**src/rtl/div_mode_ctrl.sv**
```systemverilog
// div_mode_ctrl -- reconfiguration sequencer for the FMDLL clock divider.
//
// Owns the divider's M select and active-low reset, and gates downstream use
// of the divided clocks. A mode change runs GATE -> HOLD -> LOCK -> RUN:
// clk_en drops, the divider is held in reset with the new M applied, the
// divider is released, and lock is verified by counting synchronized
// div_clk4 rising edges before clk_en is re-asserted. A lock timeout parks
// the block in ERR with the divider held in reset.
//
// Optional build macro: DIV_MODE_CTRL_AUTO_RETRY_EN
//   defined   : the first LOCK timeout of a sequence re-runs HOLD/LOCK with the
//               same M; a second timeout goes to ERR.
//   undefined : the first LOCK timeout goes straight to ERR.
//
// Ports:
//   clk_ext   in   reference clock, all logic on its rising edge
//   rst       in   asynchronous active-high reset
//   cfg_req   in   4-phase mode-change request
//   cfg_m     in   requested M (2 bits), sampled on acceptance
//   cfg_ack   out  request accepted, held until cfg_req falls
//   cfg_nak   out  one-cycle pulse when a request with cfg_m == 0 is rejected
//   div_clk4  in   divider clk4 output, asynchronous to clk_ext
//   div_m     out  divider M select (2 bits)
//   div_rst_n out  divider reset, active low
//   clk_en    out  divided clocks valid for downstream use
//   busy      out  a sequence is in progress
//   locked    out  divider verified running at div_m
//   err       out  lock timeout, sticky until the next accepted request
module div_mode_ctrl #(
  parameter logic [1:0] M_RESET    = 2'd1,
  parameter int         GATE_CYC   = 2,
  parameter int         HOLD_CYC   = 4,
  parameter int         LOCK_EDGES = 8,
  parameter int         TIMEOUT    = 255
) (
  input  logic       clk_ext,
  input  logic       rst,
  input  logic       cfg_req,
  input  logic [1:0] cfg_m,
  output logic       cfg_ack,
  output logic       cfg_nak,
  input  logic       div_clk4,
  output logic [1:0] div_m,
  output logic       div_rst_n,
  output logic       clk_en,
  output logic       busy,
  output logic       locked,
  output logic       err
);

  localparam int TW   = $clog2(TIMEOUT + 1);
  localparam int EW   = $clog2(LOCK_EDGES + 1);
  localparam int PMAX = (GATE_CYC > HOLD_CYC) ? GATE_CYC : HOLD_CYC;
  localparam int PW   = $clog2(PMAX + 1);

  localparam logic [PW-1:0] GATE_LAST = PW'(GATE_CYC - 1);
  localparam logic [PW-1:0] HOLD_LAST = PW'(HOLD_CYC - 1);
  localparam logic [EW-1:0] EDGE_FULL = EW'(LOCK_EDGES);
  localparam logic [TW-1:0] TIME_FULL = TW'(TIMEOUT);

  typedef enum logic [2:0] {
    S_GATE,
    S_HOLD,
    S_LOCK,
    S_RUN,
    S_ERR
  } state_t;

  state_t        state_reg, state_next;
  logic [PW-1:0] phase_reg;
  logic [TW-1:0] timer_reg;
  logic [EW-1:0] edge_reg;
  logic          sync1_reg, sync2_reg, hist_reg;
  logic [1:0]    m_cap_reg;
  logic          req_used_reg;   // cfg_req not yet seen low since last ack/nak

  logic edge_pulse;
  logic idle;
  logic accept;
  logic nak_now;
  logic start_seq;
  logic lock_done;
  logic lock_timeout;

`ifdef DIV_MODE_CTRL_AUTO_RETRY_EN
  logic retry_reg;
  logic retry_take;
`endif

  assign edge_pulse   = sync2_reg & ~hist_reg;
  assign idle         = (state_reg == S_RUN) || (state_reg == S_ERR);
  assign accept       = idle && cfg_req && !req_used_reg;
  assign nak_now      = accept && (cfg_m == 2'd0);
  // Same M while running needs no sequence; ERR always restarts.
  assign start_seq    = accept && (cfg_m != 2'd0) &&
                        ((state_reg == S_ERR) || (cfg_m != div_m));
  assign lock_done    = (edge_reg == EDGE_FULL);
  assign lock_timeout = (timer_reg == TIME_FULL);

  always_comb begin
    state_next = state_reg;
    div_rst_n  = 1'b1;
    clk_en     = 1'b0;
    busy       = 1'b1;
    locked     = 1'b0;
    err        = 1'b0;
`ifdef DIV_MODE_CTRL_AUTO_RETRY_EN
    retry_take = 1'b0;
`endif
    case (state_reg)
      S_GATE: begin
        if (phase_reg == GATE_LAST) state_next = S_HOLD;
      end
      S_HOLD: begin
        div_rst_n = 1'b0;
        if (phase_reg == HOLD_LAST) state_next = S_LOCK;
      end
      S_LOCK: begin
        // Lock takes priority over a timeout landing on the same cycle.
        if (lock_done) begin
          state_next = S_RUN;
        end else if (lock_timeout) begin
`ifdef DIV_MODE_CTRL_AUTO_RETRY_EN
          if (!retry_reg) begin
            state_next = S_HOLD;
            retry_take = 1'b1;
          end else begin
            state_next = S_ERR;
          end
`else
          state_next = S_ERR;
`endif
        end
      end
      S_RUN: begin
        clk_en = 1'b1;
        locked = 1'b1;
        busy   = 1'b0;
        if (start_seq) state_next = S_GATE;
      end
      S_ERR: begin
        err       = 1'b1;
        div_rst_n = 1'b0;
        busy      = 1'b0;
        if (start_seq) state_next = S_GATE;
      end
      default: begin
        state_next = S_HOLD;
      end
    endcase
  end

  always_ff @(posedge clk_ext or posedge rst) begin
    if (rst) begin
      state_reg    <= S_HOLD;
      phase_reg    <= '0;
      timer_reg    <= '0;
      edge_reg     <= '0;
      sync1_reg    <= 1'b0;
      sync2_reg    <= 1'b0;
      hist_reg     <= 1'b0;
      div_m        <= M_RESET;
      m_cap_reg    <= M_RESET;
      cfg_ack      <= 1'b0;
      cfg_nak      <= 1'b0;
      req_used_reg <= 1'b0;
    end else begin
      state_reg <= state_next;
      sync1_reg <= div_clk4;
      sync2_reg <= sync1_reg;
      hist_reg  <= sync2_reg;

      // Phase counter restarts on every state change (including LOCK->HOLD).
      if (state_next != state_reg) begin
        phase_reg <= '0;
      end else if ((state_reg == S_GATE) || (state_reg == S_HOLD)) begin
        phase_reg <= phase_reg + PW'(1);
      end else begin
        phase_reg <= '0;
      end

      // Lock counters run only while staying in LOCK; both saturate.
      if ((state_reg == S_LOCK) && (state_next == S_LOCK)) begin
        if (timer_reg != TIME_FULL) timer_reg <= timer_reg + TW'(1);
        if (edge_pulse && (edge_reg != EDGE_FULL)) edge_reg <= edge_reg + EW'(1);
      end else begin
        timer_reg <= '0;
        edge_reg  <= '0;
      end

      if (start_seq) m_cap_reg <= cfg_m;
      if ((state_reg == S_GATE) && (state_next == S_HOLD)) div_m <= m_cap_reg;

      cfg_nak <= nak_now;
      if (!cfg_req) begin
        cfg_ack      <= 1'b0;
        req_used_reg <= 1'b0;
      end else if (accept) begin
        req_used_reg <= 1'b1;
        if (cfg_m != 2'd0) cfg_ack <= 1'b1;
      end
    end
  end

`ifdef DIV_MODE_CTRL_AUTO_RETRY_EN
  always_ff @(posedge clk_ext or posedge rst) begin
    if (rst) begin
      retry_reg <= 1'b0;
    end else if (retry_take) begin
      retry_reg <= 1'b1;
    end else if ((state_next == S_RUN) || (state_next == S_ERR)) begin
      retry_reg <= 1'b0;
    end
  end
`endif

endmodule

```
**config.mk**
```make
export PLATFORM = sky130hd
export DESIGN_NAME = div_mode_ctrl
export DESIGN_NICKNAME = d
export VERILOG_FILES = /design/src/rtl/div_mode_ctrl.sv
export SDC_FILE = /design/constraint.sdc
export NUM_CORES = 1
export LEC_CHECK = 0
export CORE_ASPECT_RATIO = 1.5
export CORE_UTILIZATION = 40
export DETAILED_ROUTE_END_ITERATION = 8
export GPL_TIMING_DRIVEN = 0
export PLACE_DENSITY = 0.68
export SYNTH_ARGS = -nofsm -noshare
export SYNTH_HDL_FRONTEND = slang
export SYNTH_SLANG_ARGS = --single-unit
```
**constraint.sdc**
```tcl
create_clock -name clk_ext -period 1.6 [get_ports clk_ext]
set_input_delay 0.32 -clock clk_ext [delete_from_list [all_inputs] [get_ports clk_ext]]
set_output_delay 0.32 -clock clk_ext [all_outputs]
set_load 0.01 [all_outputs]
```
* After elaboration in Yosys (flattened, before gate mapping)
Cells that the tools add are included.
W data, S select, Z words.
** Storage, ports and cells
- Register bits after elaboration :: 28
- Input bits :: 6
- Output and inout bits :: 9
- Word-level logic and storage cells :: 74
** Operators by class
- Add/subtract/negate cells :: 3
- Equality and inequality tests :: 18
- Multiplexer cells :: 21
- Bitwise gates (word level) :: 2
- Reductions and logical operators :: 18
** Operators by type and width (number)
- $mux W3 :: 7
- $mux W8 :: 2
- $eq A3 B2 Y1 const B :: 4
- $pmux W3 S4 :: 1
- $eq A3 B1 Y1 const B :: 3
- $mux W1 :: 9
- $add A8 B1 Y8 const B :: 1
- $eq A8 B8 Y1 const B :: 1
- $logic_and A1 B1 Y1 :: 8
- $mux W4 :: 2
- $ne A2 B1 Y1 const B :: 4
- $ne A8 B8 Y1 const B :: 1
- $add A4 B1 Y4 const B :: 1
- $eq A4 B4 Y1 const B :: 1
- $ne A4 B4 Y1 const B :: 1
- $reduce_or A2 Y1 :: 2
- $add A3 B1 Y3 const B :: 1
- $eq A3 B3 Y1 const B :: 1
- $logic_not A3 Y1 :: 1
- $logic_or A1 B1 Y1 :: 3
- $ne A3 B3 Y1 :: 1
- $logic_not A2 Y1 :: 1
- $ne A2 B2 Y1 :: 1
- $reduce_and A2 Y1 :: 1
- other kinds (4) :: 4

* Logic depth before layout (Yosys ltp)
Gate-level depths: netlist of run 1.
- Word-level depth :: 11
- Depth in mapped cells :: 7
- Gate-level depth less buffers :: 6

* Least setup slack after synthesis of run 1
Ideal clock, no wire load.
- Path kind :: reg-to-reg
- From :: reg div_m[0]
- To :: reg m_cap_reg[1]
- Arrival time :: 1504 ps
- Path slack :: -32 ps
- Cell stages (with the launch flop) :: 5
- Path buffers :: 0
- Clock period less this slack :: 1632 ps
- Cell sequence :: dfstp_2 -> inv_1 -> o311ai_0 -> a21o_1 -> mux2_1
** On the way
- Cells in the longest elaborated chain, start to end :: 3
** RTL lines
- start: declaration :: RTL line 43 : output logic [1:0] div_m,
- start signal: assignment :: RTL line 192 : if ((state_reg == S_GATE) && (state_next == S_HOLD)) div_m <= m_cap_reg;
- $ne A2 B2 Y1 :: RTL line 96 : ((state_reg == S_ERR) || (cfg_m != div_m));
- $logic_or A1 B1 Y1 :: RTL line 96
- $logic_and A1 B1 Y1 :: RTL line 95 : assign start_seq = accept && (cfg_m != 2'd0) &&
- end signal: assignment :: RTL line 191 : if (start_seq) m_cap_reg <= cfg_m;
- end: declaration :: RTL line 74 : logic [1:0] m_cap_reg;
Every way passes these cells.
A chain may end at the register's enable or synchronous reset.

* Worst setup path after layout of run 1
- From :: reg state_reg[0]
- To :: out busy
** On the way
- Cells in the longest elaborated chain, start to end :: 3
- Elaborated cells between the ends (all ways) :: 4
- Those cells by class :: eq/ne (2); mux (1); reduce/logical (1)
** RTL lines
- start: declaration :: RTL line 69 : state_t state_reg, state_next;
- start signal: assignment :: RTL line 168 : state_reg <= state_next;
- $eq A3 B2 Y1 or $eq A3 B3 Y1 (tied branches) :: RTL line 110 : case (state_reg)
- $reduce_or A2 Y1 (no line) *
- $mux W1 * :: RTL line 110
- end: declaration :: RTL line 46 : output logic busy,
Mark *: on every way between the ends. The rest lies on a longest branch, timed or not.

==> summary.md, run 1 <==
| Metric | Value |
|---|---|
| Number of flip-flops under the largest register name | 8 |
| Sequential element share of the synthesized area | 50.8% |
| Synthesized cell area | 1390 um2 |
| Share of cells above drive strength 1 | 26.9% |
| Relative area change from synthesis to final layout | 28.2% |
| Number of enable-type register cells in the synthesized netlist | 0 |
| Largest net degree at the start of global routing | 29 |
| Number of sinks driven by the clock tree | 28 |
| Post-CTS Hold Buffers | 0 |
| Number of DRC markers after the initial detailed-route iteration | 8 |
| Deepest level of the CTS H-tree | 1 |
| Number of maximum-capacitance constraint violations | 0 |
| Via-to-Cell Ratio | 5.25 |
| Count of mapped cells out of synthesis | 130 |
| Antenna violations before repair | 0 |
| Count of filler cells inserted in the layout | 281 |
| Initial core utilization | 43.0% |
| Violations in the final reports | negative setup slack |
| Max-slew violation count | 0 |
| Post-DRT Antenna Nets | 0 |
| Final hold violations | 0 |
| Clock transition time at the flip-flop clock pins of the worst setup and hold paths | 0.09 ns |
| Buffer depth of the longest clock path | 2 |
| Outcome | complete, but fails checks |
| Ranking of synthesized cells by area | sky130_fd_sc_hd__dfrtp_1 45%, sky130_fd_sc_hd__dfstp_2 5.7%, sky130_fd_sc_hd__ha_1 5.4% |
| Nets | 173 |
| Final Worst Setup Slack | -0.0902 ns |
| N_diodes | 0 |
| Number of DRC violations after detailed routing | 0 |
| CP arrival | 1.37 ns |
| Flip-flop and latch count after synthesis | 28 |
| Global-route usage over all layers | 16.6% |
| Source-to-sink clock delay at the later pin of the worst-skew pair | 0.27 ns |
| Gr ovfl total | 0 |
| Root buffer cell | sky130_fd_sc_hd__clkbuf_8 |
| Setup TNS | -0.406 ns |
| Area of all placed cells without fillers | 1780 um2 |
| Worst setup skew after layout | 0.00721 ns |
| Minimum period implied by the final worst setup slack | 1.69 ns |
| DR vias | 1049 |
| Static leakage | 0.833 nW |
| Number of optimization iterations in the first detailed-route pass | 4 |
| Full die area | 3710 um2 |
| Number of cells in the finished layout apart from fillers | 200 |
| Overall power consumption | 2.52 mW |
| Cell Area, Placed | 1580 um2 |
| Syn Nets | 142 |
| Total wire length | 2.68 mm |
| Core region area | 3220 um2 |
| Largest fanout on the critical path | 4 |
| Slew headroom | 30.7% |
| Required time at the worst-slack endpoint | 1.28 ns |
| Classification of the worst-slack hold path | flip-flop to flip-flop |
| Number of placed cells counting well taps | 184 |
| Chip Height | 74.1 um |
| Unrepaired setup endpoints after global routing | true |
| Mapped Avg Cell Area | 10.7 um2 |
| X dimension of the die | 50.1 um |
| Predominant post-synthesis flop cell | sky130_fd_sc_hd__dfrtp_1 |
| Setup violators final | 8 |
| Yosys top cell area share | 45.1% |
| Maximum clock rate | 592 MHz |
| Clock tree from TritonCTS | yes |
| Via count of the first global-routing pass | 1097 |
| Startpoint Class | flip-flop |
| Worst Setup End Kind | primary output |
| Number of top-level pins | 15 |
| Period utilization | 106% |
| Placer Congestion | 0.812 |
| HPWL after DPL | 1.80 mm |
| Num CTS Buffers | 3 |
| Port-buffer cells | 14 |
| Fraction of registers with async set/reset | 100% |
| Slew at the pin with the worst max-slew slack | 1.04 ns |
| Total of warnings raised by yosys | 0 |
| Post-synthesis cell type with the largest combined area | sky130_fd_sc_hd__dfrtp_1 |
| Library cells used by synthesis | 39 |
| Rows | 25 |
| Worst IR Drop VDD | 0.614 mV |
| Critical path start-end classification | flip-flop to primary output |
| Pwr dens | 1420 nW/um2 |
| Routed wire length per instance | 13.4 um |
| Global-route wire length before repair | 4.66 mm |
synthesized netlist by cell type (all sizes together), types with 3 or more instances:
library cell and number:
dfrtp 25, nand4 5, nand2 8, dfstp 3, ha 6, nand2b 4, inv 10, and3 3
buf 3, nand3 6, mux2 3, xnor2 4, xor2 5, nor2 19
through the flow:
step	util, %	hold slack, ns	setup WS [ns]
6_report	55.2	0.354	-0.0902
3_5_place_dp	48.9	0.337	-0.418
5_1_grt	55.2	0.368	-0.156
2_1_floorplan	-	0.331	-0.0299
4_1_cts	54.0	0.358	-0.138
3_3_place_gp	48.9	0.335	-0.411
per-layer routing:
layer  GRT usage [%]  vias up  share of wire, %
met2            30.4       27                55
li1                -      502                 -
met4            10.5        0               3.0
met3            3.07        9               3.0
met1            17.3      511                39
met5               0        -                 0
cells by family after synthesis:
kind of cell / Yosys count / share of synthesized area, %
compound gates: 15 / 8.75
buf+inv: 16 / 6.05
simple gates: 53 / 20.8
flops: 28 / 50.8
mux: 3 / 2.44
xor+xnor: 9 / 5.69
fa+ha+maj: 6 / 5.42
area by class of cell:
class	instances	area, um2	area share, %
Tap cell	40	50.0	2.81
Multi-Input combinational cell	86	649	36.5
Timing Repair Buffer	28	249	14.0
Buffer	3	22.5	1.27
Clock buffer	4	55.1	3.10
Inverter	11	46.3	2.60
Sequential cell	28	706	39.7
where the power goes:
group          switching [mW]  total (mW)  internal [mW]
combinational           0.485        1.04          0.558
sequential              0.144        1.04          0.899
clock                   0.213       0.434          0.220
total                   0.843        2.52           1.68
cells in the final DEF, fill, tap and decap left out, types with 6 or more instances in the layout:
cell type / synthesis / final
sky130_fd_sc_hd__buf_4: 1 / 14
sky130_fd_sc_hd__clkdlybuf4s50_1: 0 / 6
sky130_fd_sc_hd__nand2_1: 7 / 7
sky130_fd_sc_hd__dfrtp_1: 25 / 24
sky130_fd_sc_hd__buf_6: 2 / 6
sky130_fd_sc_hd__nand3_1: 6 / 6
sky130_fd_sc_hd__nor2_1: 17 / 16
sky130_fd_sc_hd__inv_1: 10 / 10
final timing paths:
kind | slack (ns) | end | cells after the start | from
worst max register to register | -0.08 | m_cap_reg[1]$_DFFE_PP0P_ | 5 | state_reg[0]$_DFF_PP1_
max in group asynchronous | 0.32 | state_reg[2]$_DFF_PP0_ | 2 | rst
worst min-delay path | 0.35 | sync2_reg$_DFF_PP0_ | 0 | sync1_reg$_DFF_PP0_
min in group asynchronous | 0.59 | cfg_nak$_DFF_PP0_ | 2 | rst
worst max-delay path | -0.09 | busy | 4 | state_reg[0]$_DFF_PP1_
worst min register to register | 0.35 | sync2_reg$_DFF_PP0_ | 0 | sync1_reg$_DFF_PP0_
repair_timing:
action	4_1_cts	5_1_grt
setup buffers	11	3
resized for setup	34	7
endpoints found under the setup margin	19	25
pin swaps	6	4
worst max-delay path: stages (launching register included):
cell	delay (ns)
sky130_fd_sc_hd__dfstp_2	0.60
sky130_fd_sc_hd__and3b_2	0.24
sky130_fd_sc_hd__buf_6	0.12
sky130_fd_sc_hd__nor2_4	0.03
sky130_fd_sc_hd__buf_6	0.11
Note: power is estimated with default switching activity, not from simulation.
==> inputs of run 2 (changes only) <==
--- a/config.mk
+++ b/config.mk
@@ -10,6 +10,7 @@
 export DETAILED_ROUTE_END_ITERATION = 8
 export GPL_TIMING_DRIVEN = 0
 export PLACE_DENSITY = 0.68
+export RECOVER_POWER = 50
 export SYNTH_ARGS = -nofsm -noshare
 export SYNTH_HDL_FRONTEND = slang
 export SYNTH_SLANG_ARGS = --single-unit
==> run 2 against run 1 <==
  * Die area is the same
  * Setup slack barely moved
  * Clock skew barely moved
  * Global-route usage is the same
  * Largest cell class unchanged
  * Final cell count did not move
  * Fmax about the same
  * Flip-flop and latch count unchanged
  * Core utilization down 0.078 points
  * Critical endpoint unchanged
  * The flow still finishes with violations (negative setup slack)
  * Clock power barely moved
  * Register-to-register slack hardly changed
  * Total power about the same
==> summary.md, run 2 (synthesized netlist as in run 1, its figures left out) <==
| Metric | Value |
|---|---|
| Pwr dens | 1420 nW/um2 (about the same) |
| Full die area | 3710 um2 (unchanged) |
| Commonest cells after routing, fill and taps aside | 24 x sky130_fd_sc_hd__dfrtp_1, 16 x sky130_fd_sc_hd__nor2_1, 14 x sky130_fd_sc_hd__buf_4 (unchanged) |
| Global-route wire length before repair | 4.66 mm (unchanged) |
| Global-route usage over all layers | 16.6% (unchanged) |
| Startpoint Class | flip-flop (unchanged) |
| Core region area | 3220 um2 (unchanged) |
| Nets | 173 (unchanged) |
| Post-DRT Antenna Nets | 0 (unchanged) |
| Unrepaired setup endpoints after global routing | true (unchanged) |
| Max-slew violation count | 0 (unchanged) |
| Relative area change from synthesis to final layout | 28.1% (was 28.2%) |
| Period utilization | 106% (about the same) |
| Largest net degree at the start of global routing | 29 (unchanged) |
| Rows | 25 (unchanged) |
| Most common cell after layout, fill and taps aside | sky130_fd_sc_hd__dfrtp_1 (unchanged) |
| Worst Setup End Kind | primary output (unchanged) |
| Setup crit start | state_reg[0]$_DFF_PP1_ (unchanged) |
| Number of DRC markers after the initial detailed-route iteration | 8 (unchanged) |
| Hold slack | 0.354 ns (unchanged) |
| Crit path capture | busy (unchanged) |
| Chip Height | 74.1 um (unchanged) |
| Slew at the pin with the worst max-slew slack | 1.04 ns (about the same) |
| Routed wire length per instance | 13.4 um (about the same) |
| Static leakage | 0.816 nW (was 0.833 nW) |
| Post-CTS Hold Buffers | 0 (unchanged) |
| Share of cells above drive strength 1 | 26.9% (unchanged) |
| Num CTS Buffers | 3 (unchanged) |
| X dimension of the die | 50.1 um (unchanged) |
| HPWL after DPL | 1.80 mm (unchanged) |
| Largest fanout on the critical path | 4 (unchanged) |
| Required time at the worst-slack endpoint | 1.28 ns (about the same) |
| Clock tree from TritonCTS | yes (unchanged) |
| Placer Congestion | 0.812 (unchanged) |
| Critical path start-end classification | flip-flop to primary output (unchanged) |
| Worst setup slack for register-to-register paths | -0.08 ns (about the same) |
| Total wire length | 2.68 mm (about the same) |
| Number of sinks driven by the clock tree | 28 (unchanged) |
| DR vias | 1048 (was 1049) |
| Worst setup skew after layout | 0.00720 ns (was 0.00721 ns) |
| Port-buffer cells | 14 (unchanged) |
| Initial core utilization | 43.0% (unchanged) |
| Maximum clock rate | 592 MHz (about the same) |
| Minimum period implied by the final worst setup slack | 1.69 ns (about the same) |
| Final hold violations | 0 (unchanged) |
| Root buffer cell | sky130_fd_sc_hd__clkbuf_8 (unchanged) |
| CP arrival | 1.37 ns (about the same) |
| Deepest level of the CTS H-tree | 1 (unchanged) |
| Slew headroom | 30.6% (was 30.7%) |
| Worst IR Drop VDD | 0.614 mV (about the same) |
| Antenna violations before repair | 0 (unchanged) |
| Via-to-Cell Ratio | 5.24 (was 5.25) |
| Number of DRC violations after detailed routing | 0 (unchanged) |
| Number of top-level pins | 15 (unchanged) |
| Gr ovfl total | 0 (unchanged) |
| Final Worst Setup Slack | -0.0900 ns (was -0.0902 ns) |
| Worst R2R End | m_cap_reg[1]$_DFFE_PP0P_ (unchanged) |
| Number of maximum-capacitance constraint violations | 0 (unchanged) |
| Number of flip-flops under the largest register name | 8 (unchanged) |
| Setup violators final | 8 (unchanged) |
| Buffer depth of the longest clock path | 2 (unchanged) |
| N_diodes | 0 (unchanged) |
| Violations in the final reports | negative setup slack (unchanged) |
| Count of filler cells inserted in the layout | 282 (was 281) |
| Startpoint of the worst register-to-register path | state_reg[0]$_DFF_PP1_ (unchanged) |
| Outcome | complete, but fails checks (unchanged) |
| Source-to-sink clock delay at the later pin of the worst-skew pair | 0.27 ns (about the same) |
| Logic depth of the worst register-to-register path | 5 (unchanged) |
| Setup WS pre-CTS | -0.418 ns (unchanged) |
| Clock transition time at the flip-flop clock pins of the worst setup and hold paths | 0.09 ns (about the same) |
| Number of optimization iterations in the first detailed-route pass | 4 (unchanged) |
| Via count of the first global-routing pass | 1097 (unchanged) |
| Classification of the worst-slack hold path | flip-flop to flip-flop (unchanged) |
==> run 2: changes by cell type in the layout (fill, tap and decap cells not counted) <==
cell	previous run	this run
sky130_fd_sc_hd__clkdlybuf4s50_1	6	4
sky130_fd_sc_hd__clkdlybuf4s25_1	0	1
sky130_fd_sc_hd__dlygate4sd3_1	0	2
sky130_fd_sc_hd__dlymetal6s2s_1	1	0
==> run 2: how the worst min path moves through the flow <==
stage | startpoint | endpoint | depth (start not counted)
after floorplan | sync1_reg$_DFF_PP0_ | sync2_reg$_DFF_PP0_ | 0
after global placement | sync1_reg$_DFF_PP0_ | sync2_reg$_DFF_PP0_ | 0
after detailed placement | sync1_reg$_DFF_PP0_ | sync2_reg$_DFF_PP0_ | 0
after CTS | sync1_reg$_DFF_PP0_ | sync2_reg$_DFF_PP0_ | 0
after global routing | sync1_reg$_DFF_PP0_ | sync2_reg$_DFF_PP0_ | 0
final | sync1_reg$_DFF_PP0_ | sync2_reg$_DFF_PP0_ | 0
==> run 2: layer usage <==
metal	track usage, %	wire, um	up-vias
li1	-	-	502
met1	17.3	1040	510
met2	30.4	1470	27
met3	3.07	78	9
met5	0	0	-
met4	10.5	80	0
==> run 2: stage by stage <==
stage               area, um2  setup TNS [ns]  util [%]  power [mW]  cells
detailed placement       1580           -2.92      48.9        1.89    184
floorplan                1390         -0.0299         -        1.62    130
global route             1780           -1.43      55.1        2.71    200
global placement         1580           -2.27      48.9        1.85    184
CTS                      1740          -0.745      54.0        2.49    198
finish                   1780          -0.406      55.1        2.52    200
==> run 2: final cells by class <==
type                    instances  area [um2]  share of cell area, %
multi-input cells              86         649                   36.6
clock buffers                   4        55.1                   3.10
inverters                      11        46.3                   2.61
repair buffers                 28         246                   13.9
flip-flops and latches         28         706                   39.7
well taps                      40        50.0                   2.82
plain buffers                   3        22.5                   1.27
==> run 2: repair_timing <==
item	CTS	global route
endpoints found under the hold margin	0	0
setup buffers	11	3
setup endpoints to repair	19	25
pin swaps	6	4
cloned	0	0
gates resized for setup	34	7
==> run 2: critical path, stage by stage, from the launching register on <==
cell and delay (ns):
sky130_fd_sc_hd__dfstp_2 0.60, sky130_fd_sc_hd__and3b_2 0.24, sky130_fd_sc_hd__buf_6 0.12, sky130_fd_sc_hd__nor2_4 0.03, sky130_fd_sc_hd__buf_6 0.11
==> run 2: report_power, final <==
group | switching (mW) | internal, mW
combinational | 0.484 | 0.557
sequential | 0.145 | 0.899
clock | 0.213 | 0.220
